### src/rtl/rv32_rf_pkg.sv
// ============================================================================
// rv32_rf_pkg : shared types for the register-file writeback arbiter slice
// Rev 1.0
// ============================================================================
`default_nettype none

package rv32_rf_pkg;

    localparam int XLEN  = 32;
    localparam int NREGS = 32;

    typedef logic [4:0] reg_idx_t;

    typedef enum logic [0:0] {
        LD_PRI    = 1'b0,
        ALU_FORCE = 1'b1
    } wb_arb_state_t;

    function automatic logic [NREGS-1:0] idx_onehot(input reg_idx_t idx);
        logic [NREGS-1:0] v;
        v      = '0;
        v[idx] = 1'b1;
        return v;
    endfunction

endpackage

`default_nettype wire

### src/rtl/rv32_rf_scoreboard.sv
// ============================================================================
// rv32_rf_scoreboard : pending-load busy vector with RAW/WAW issue stall
// Rev 1.0
// ============================================================================
`default_nettype none

module rv32_rf_scoreboard
    import rv32_rf_pkg::*;
(
    input  logic       clk,
    input  logic       rst_n,
    input  logic       iss_valid,
    input  logic [4:0] iss_rs1,
    input  logic [4:0] iss_rs2,
    input  logic [4:0] iss_rd,
    input  logic       iss_is_load,
    input  logic       ld_acc,
    input  logic [4:0] ld_rd,
    output logic       iss_stall
);

    logic [NREGS-1:0] busy_q;
    logic [NREGS-1:0] busy_d;
    logic             busy_set;

    // Stall looks only at the registered vector; a clear landing this cycle
    // is covered by the register-file bypass on the following cycle.
    assign iss_stall = iss_valid &&
                       (busy_q[iss_rs1] || busy_q[iss_rs2] || busy_q[iss_rd]);

    always_comb begin
        busy_set = iss_valid && !iss_stall && iss_is_load && (iss_rd != 5'd0);
        busy_d   = busy_q;
        if (ld_acc) begin
            busy_d = busy_d & ~idx_onehot(ld_rd);
        end
        // Set after clear so a same-index issue keeps the bit busy.
        if (busy_set) begin
            busy_d = busy_d | idx_onehot(iss_rd);
        end
        busy_d[0] = 1'b0;
    end

    always_ff @(posedge clk or negedge rst_n) begin
        if (!rst_n) begin
            busy_q <= '0;
        end else begin
            busy_q <= busy_d;
        end
    end

endmodule

`default_nettype wire

### src/rtl/rv32_rf_wb_arbiter.sv
// ============================================================================
// rv32_rf_wb_arbiter : ALU / load writeback arbiter with starvation guard,
//                      registered register-file write port and load scoreboard
// Rev 1.0
// ============================================================================
`default_nettype none

module rv32_rf_wb_arbiter
    import rv32_rf_pkg::*;
#(
    parameter int STARVE_LIMIT = 4
)
(
    input  logic            clk,
    input  logic            rst_n,
    input  logic            alu_wb_valid,
    input  logic [4:0]      alu_wb_rd,
    input  logic [XLEN-1:0] alu_wb_data,
    output logic            alu_wb_ready,
    input  logic            ld_wb_valid,
    input  logic [4:0]      ld_wb_rd,
    input  logic [XLEN-1:0] ld_wb_data,
    output logic            ld_wb_ready,
    input  logic            iss_valid,
    input  logic [4:0]      iss_rs1,
    input  logic [4:0]      iss_rs2,
    input  logic [4:0]      iss_rd,
    input  logic            iss_is_load,
    output logic            iss_stall,
    output logic            write_reg,
    output logic [4:0]      sel_d1,
    output logic [XLEN-1:0] reg_d1
);

    localparam logic [3:0] C_LIMIT = 4'(STARVE_LIMIT);

    wb_arb_state_t   state_q,      state_d;
    logic [3:0]      starve_cnt_q, starve_cnt_d;
    logic            write_reg_q,  write_reg_d;
    logic [4:0]      sel_d1_q,     sel_d1_d;
    logic [XLEN-1:0] reg_d1_q,     reg_d1_d;
    logic            alu_acc;
    logic            ld_acc;

    always_comb begin
        alu_wb_ready = 1'b1;
        ld_wb_ready  = 1'b1;
        // The preferred side is always ready; the other only when it is alone.
        if (state_q == LD_PRI) begin
            alu_wb_ready = !ld_wb_valid;
        end else begin
            ld_wb_ready  = !alu_wb_valid;
        end
        alu_acc = alu_wb_valid && alu_wb_ready;
        ld_acc  = ld_wb_valid  && ld_wb_ready;

        starve_cnt_d = (alu_wb_valid && !alu_wb_ready) ? starve_cnt_q + 4'd1 : 4'd0;
        state_d      = ((state_q == LD_PRI) && (starve_cnt_d == C_LIMIT)) ? ALU_FORCE : LD_PRI;

        write_reg_d = 1'b0;
        sel_d1_d    = sel_d1_q;
        reg_d1_d    = reg_d1_q;
        if (ld_acc) begin
            write_reg_d = (ld_wb_rd != 5'd0);
            sel_d1_d    = ld_wb_rd;
            reg_d1_d    = ld_wb_data;
        end else if (alu_acc) begin
            write_reg_d = (alu_wb_rd != 5'd0);
            sel_d1_d    = alu_wb_rd;
            reg_d1_d    = alu_wb_data;
        end
    end

    always_ff @(posedge clk or negedge rst_n) begin
        if (!rst_n) begin
            state_q      <= LD_PRI;
            starve_cnt_q <= 4'd0;
            write_reg_q  <= 1'b0;
            sel_d1_q     <= 5'd0;
            reg_d1_q     <= '0;
        end else begin
            state_q      <= state_d;
            starve_cnt_q <= starve_cnt_d;
            write_reg_q  <= write_reg_d;
            sel_d1_q     <= sel_d1_d;
            reg_d1_q     <= reg_d1_d;
        end
    end

    assign write_reg = write_reg_q;
    assign sel_d1    = sel_d1_q;
    assign reg_d1    = reg_d1_q;

    rv32_rf_scoreboard u_scoreboard (
        .clk         (clk),
        .rst_n       (rst_n),
        .iss_valid   (iss_valid),
        .iss_rs1     (iss_rs1),
        .iss_rs2     (iss_rs2),
        .iss_rd      (iss_rd),
        .iss_is_load (iss_is_load),
        .ld_acc      (ld_acc),
        .ld_rd       (ld_wb_rd),
        .iss_stall   (iss_stall)
    );

endmodule

`default_nettype wire

### config.mk
export PLATFORM = sky130hd
export DESIGN_NAME = rv32_rf_wb_arbiter
export DESIGN_NICKNAME = d
export VERILOG_FILES = /design/src/rtl/rv32_rf_pkg.sv /design/src/rtl/rv32_rf_scoreboard.sv /design/src/rtl/rv32_rf_wb_arbiter.sv
export SDC_FILE = /design/constraint.sdc
export NUM_CORES = 1
export LEC_CHECK = 0
export ABC_AREA = 1
export CAP_MARGIN = 20
export CORE_MARGIN = 1
export CORE_UTILIZATION = 45
export DETAILED_ROUTE_END_ITERATION = 6
export MAX_ROUTING_LAYER = met4
export PLACE_DENSITY = 0.81
export RECOVER_POWER = 100
export SYNTH_ARGS = -nofsm -noshare
export SYNTH_HDL_FRONTEND = slang
export SYNTH_HIERARCHICAL = 1
export SYNTH_SLANG_ARGS = --single-unit
export TNS_END_PERCENT = 5
### constraint.sdc
create_clock -name clk -period 2.5 [get_ports clk]
set_input_delay 0.25 -clock clk [delete_from_list [all_inputs] [get_ports clk]]
set_output_delay 0.25 -clock clk [all_outputs]
set_load 0.005 [all_outputs]
# ---- Word level (Yosys, flattened, before mapping)
# Cells that the tools add are included.
dict set report totals {
  regBits 74
  in_bits 95
  out_inout_bits 41
}
dict set report op_classes {
  n_addsub 1
  order_cmp 6
  eq_ne 1
  n_mux 22
  bitwise 4
  reduce_logical 20
}
# operator n
set op_table {}
lappend op_table {{$mux 32} 4}
lappend op_table {{$and 32x32->32} 1}
lappend op_table {{$not 32->32} 1}
lappend op_table {{$or 32x32->32} 1}
lappend op_table {{$lt 5x6->1 const B} 4}
lappend op_table {{$bmux 1 s5} 3}
lappend op_table {{$reduce_bool 5->1} 3}
lappend op_table {{$demux 1 s5} 2}
lappend op_table {{$ge 5x1->1 const B} 2}
lappend op_table {{$logic_and 1x1->1} 10}
lappend op_table {{$mux 1} 10}
lappend op_table {{$mux 5} 2}
lappend op_table {{$add 4x1->4 const B} 1}
lappend op_table {{$eq 4x3->1 const B} 1}
lappend op_table {{$logic_not 1->1} 4}
lappend op_table {{$mux 4} 1}
lappend op_table {{$logic_or 1x1->1} 2}
lappend op_table {{$reduce_bool 2->1} 1}
lappend op_table {{$not 1->1} 1}

# ---- Depth between registers and ports, before layout
dict set report logic_depth {
  ltp_word 10
  ltp_mapped 14
  ltp_nobuf 12
}

# ---- Cells and area by module
# Netlist, hierarchy kept.
# mod instances cells_each area_each_um2 seq_area_each_um2
set modules_own_cells {}
lappend modules_own_cells {rv32_rf_scoreboard 1 439 2690.1 775.7}
lappend modules_own_cells {rv32_rf_wb_arbiter 1 244 1944.4 1076.0}

# ---- Worst setup path before layout
# OpenSTA, ideal clock, no wires.
dict set report synth_timing {
  kind {input -> output}
  start {in iss_rs1[0]}
  end {out iss_stall}
  t_arrival_ps 1233
  required_time_ps 2250
  setup_slack_ps 1017
  path_stages 12
  n_path_buf 2
  cell_sequence {buf_4 clkinv_2 buf_6 nand2_1 nand3_1 nand3_1 nand3_1 nand2_1 nand2_1 nand2_1 nor2_2 a21boi_0}
}
dict set report synth_between {
  elab_chain_len 5
}
# element line
set synth_rtl {}
lappend synth_rtl {{start: declaration} rv32_rf_wb_arbiter.sv:25} ;# input logic [4:0] iss_rs1,
lappend synth_rtl {{$bmux 1 s5} rv32_rf_scoreboard.sv:29} ;# (busy_q[iss_rs1] || busy_q[iss_rs2] || busy_q[iss_rd]);
lappend synth_rtl {{$mux 1 (not written as such)} rv32_rf_scoreboard.sv:29}
lappend synth_rtl {{$logic_or 1x1->1 (2 in series)} rv32_rf_scoreboard.sv:29}
lappend synth_rtl {{$logic_and 1x1->1} rv32_rf_scoreboard.sv:28} ;# assign iss_stall = iss_valid &&
lappend synth_rtl {{end: declaration} rv32_rf_wb_arbiter.sv:29} ;# output logic iss_stall,
# Every way passes these cells. The select of a mux whose other input is x is not followed.

# ---- Worst setup path after layout
dict set report layout_timing {
  start {in iss_rs1[1]}
  end {out iss_stall}
}
# Same word-level chain as after synthesis.

==> impl_metrics.ini <==
[worst_setup_path]
critPathMaxStageDelay_ns = 0.54
cp_max_fo = 3
critPathKind = primary input to output port
critPathArrivalTime_ns = 2.04
start_kind = primary input
required_ns = 2.25
crit_path_end_kind = output port
slowest_stage = clkdlybuf4s50_1
crit_chain = clkdlybuf4s50_1, inv_1, buf_4, nand3_1, nand3_1, nand3_1, nand2_1, nand2_1, nand2_1, nor2_1, a21boi_0, dlymetal6s2s_1

[grt]
grt_overflow = 0
track_usage_pct = 32.5
first_global_vias = 5197
grt_max_degree = 75
grt_first_pass_wirelength_um = 25300
antenna_found_initial = 1

[floorplan]
initial_core_util_pct = 47.0
die_area_mm2 = 0.0107
io_pins = 136
die_h_um = 103
core-area_mm2 = 0.00986
rows = 36
die_x_um = 103

[routing]
antenna_left = 0
wire_per_inst_um = 16.5
finalWirelength_um = 16100
vias_per_cell = 5.50
drt_first_iter_violations = 581
firstDrtPassIters = 6
via_count = 5358
drc = 0

[place]
io_buffers = 135
dp_hpwl_um = 12000
gp_congestion = 0.976

[cts]
cts_sinks = 74
h-tree-depth = 3
postCtsSetupRepairBufs = 0
clock_path_buffers = 2
cts_made_buffers = 9
insertion_delay_ns = 0.35
cts_tree = built
path_clk_slew_ns = 0.09
cts_root_buffer = clkbuf_8

[sta]
fmaxAchievable_ghz = 0.437
setup_tns_ns = 0
finClkSkew_ns = 0.0135
tightest_slew_ns = 1.65
min_period_over_period_pct = 91.6
slew_headroom_pct = -10.0
finalMaxSlewViolations = 75
hold_viol = 0
fin_crit_ns = 2.29
setup_viol = 0
rsz0062_at_grt = false

[yosys]
synth_top_cell_by_area = dfrtp_1
synthArstFlopShare_pct = 100
yosys.area.top_type_share_pct = 40.0
ys_dominant_reg_cell = dfrtp_1
ys_types = 32
synth_edf_count = 0
synth_fp_nets = 779
syn-instance-count = 683
ys_top_cells_by_area = dfrtp_1 (40%), nand2_1 (20%), nand3_1 (11%)
ys.warnings.count = 6
syn_avg_cell_area_um2 = 6.79
ys_seq_area_share_pct = 40.0
ys_seq_elements = 74
synth_area_mm2 = 0.00463

[status]
status = finished with violations
violations = max-capacitance violations, max-slew violations

[finish]
post-route-util_pct = 65.2
drive_gt1_share_pct = 8.69
largest_reg_flops = 32
nNetsFinal = 932
fill_cells = 865
syn2layout_area_growth_pct = 38.7

[power_and_ir_drop]
p_leak_nw = 3.19
powerDensity_mw_per_mm2 = 504
ir_drop_mv = 0.284

[job]
drv_cap = 1

[hold_path]
hold_path.class = primary input to register
[worst max-delay path, delay by kind of cell]
family	cells	cell delay [ns]
buffers and inverters	4	0.95
AND/OR/NAND/NOR	7	0.65
AO/OA/AOI/OAI	1	0.17
[power breakdown]
group | leakage [nW] | internal, mW | switching (mW) | total [mW]
combinational | 2.15 | 0.396 | 0.494 | 0.890
sequential | 0.946 | 1.32 | 0.103 | 1.43
clock | 0.0917 | 0.459 | 0.462 | 0.920
total | 3.19 | 2.18 | 1.06 | 3.24
[layout by cell type, fill, tap and decap left out, drive strengths merged, types with 2 or more instances in the layout]
cell           Yosys  routed
a21oi              9       9
a22oi              4       4
buf               29      34
clkbuf             2      12
clkdlybuf4s50      0      87
clkinv             2       5
clkinvlp           0       2
dfrtp             74      74
dlygate4sd2        0       5
dlygate4sd3        0      42
inv               71      72
nand2            251     251
nand3            101     101
nand4             32      32
nor2              55      55
nor3               7       7
o211ai             3       3
o21ai             35      35
o22ai              3       3
[metal layers]
layer  vias up  part of all wire [%]  track usage, %
met5         -                     0               -
met4         0                   5.2            19.0
met1      2461                    39            38.1
li1       2517                     -               -
met2       311                    48            51.9
met3        69                   8.2            6.45
[per-stage QoR]
stage               hold slack [ns]  power [mW]  cells  setup slack, ns  area (µm²)
floorplan                   -0.0456        1.86    683             1.02        4630
global placement              0.310        2.34    956           -0.185        6220
detailed placement            0.312        2.35    956           -0.149        6220
CTS                           0.430        3.27    973          0.00585        6440
global route                  0.449        3.39    974            0.124        6430
finish                        0.448        3.24    974            0.210        6430
[timing repair]
| action | CTS | global route |
|---|---|---|
| endpoints found under the setup margin | 1 | 1 |
| resized for setup | 11 | 2 |
| cloned | 1 | 0 |
| endpoints found under the hold margin | 74 | 0 |
| hold buffers | 1 | 0 |
[synth_stat cells (2+ instances only)]
library cell and number:
a21oi_1 8, a22oi_1 4, buf_2 11, buf_4 8, buf_6 10, dfrtp_1 74, inv_1 66, inv_2 5
nand2_1 247, nand2_2 4, nand3_1 101, nand4_1 32, nor2_1 50, nor2_2 4, nor3_1 7, o211ai_1 3
o21ai_0 33, o22ai_1 2
[logic make-up after synthesis]
group                      after synthesis  share of synthesized area (%)
DFF                                     74                           40.0
and+or+nand+nor                        447                           41.5
buffers and inverters                  104                           11.0
adders and majority gates                1                          0.270
AOI/OAI and AO/OA                       57                           7.21
[area by class of cell]
| type | instances | area [µm²] | share of cell area (%) |
|---|---|---|---|
| antenna | 1 | 2.50 | 0.0389 |
| clock buffer | 9 | 124 | 1.93 |
| clock inverter | 6 | 67.6 | 1.05 |
| inverter | 73 | 279 | 4.34 |
| multi-input combinational | 505 | 2290 | 35.6 |
| sequential | 74 | 1850 | 28.8 |
| tap | 133 | 166 | 2.59 |
| timing repair buffer | 172 | 1640 | 25.5 |
| timing repair inverter | 1 | 5.00 | 0.0779 |
[worst paths after layout]
| check | from | endpoint | slack [ns] | depth (start not counted) |
|---|---|---|---|---|
| setup / recovery | iss_rs1[1] | iss_stall | 0.21 | 12 |
| hold / removal | alu_wb_data[15] | reg_d1[15]$_DFFE_PN0P_ | 0.45 | 3 |
| setup reg to reg | u_scoreboard/busy_q[15]$_DFF_PN0_ | u_scoreboard/busy_q[27]$_DFF_PN0_ | 0.30 | 12 |
| hold reg to reg | reg_d1[6]$_DFFE_PN0P_ | reg_d1[6]$_DFFE_PN0P_ | 0.50 | 2 |
| max in group asynchronous | rst_n | reg_d1[11]$_DFFE_PN0P_ | 0.56 | 3 |
| min in group asynchronous | rst_n | reg_d1[17]$_DFFE_PN0P_ | 0.92 | 3 |
Power figures use the tool's default switching activity.
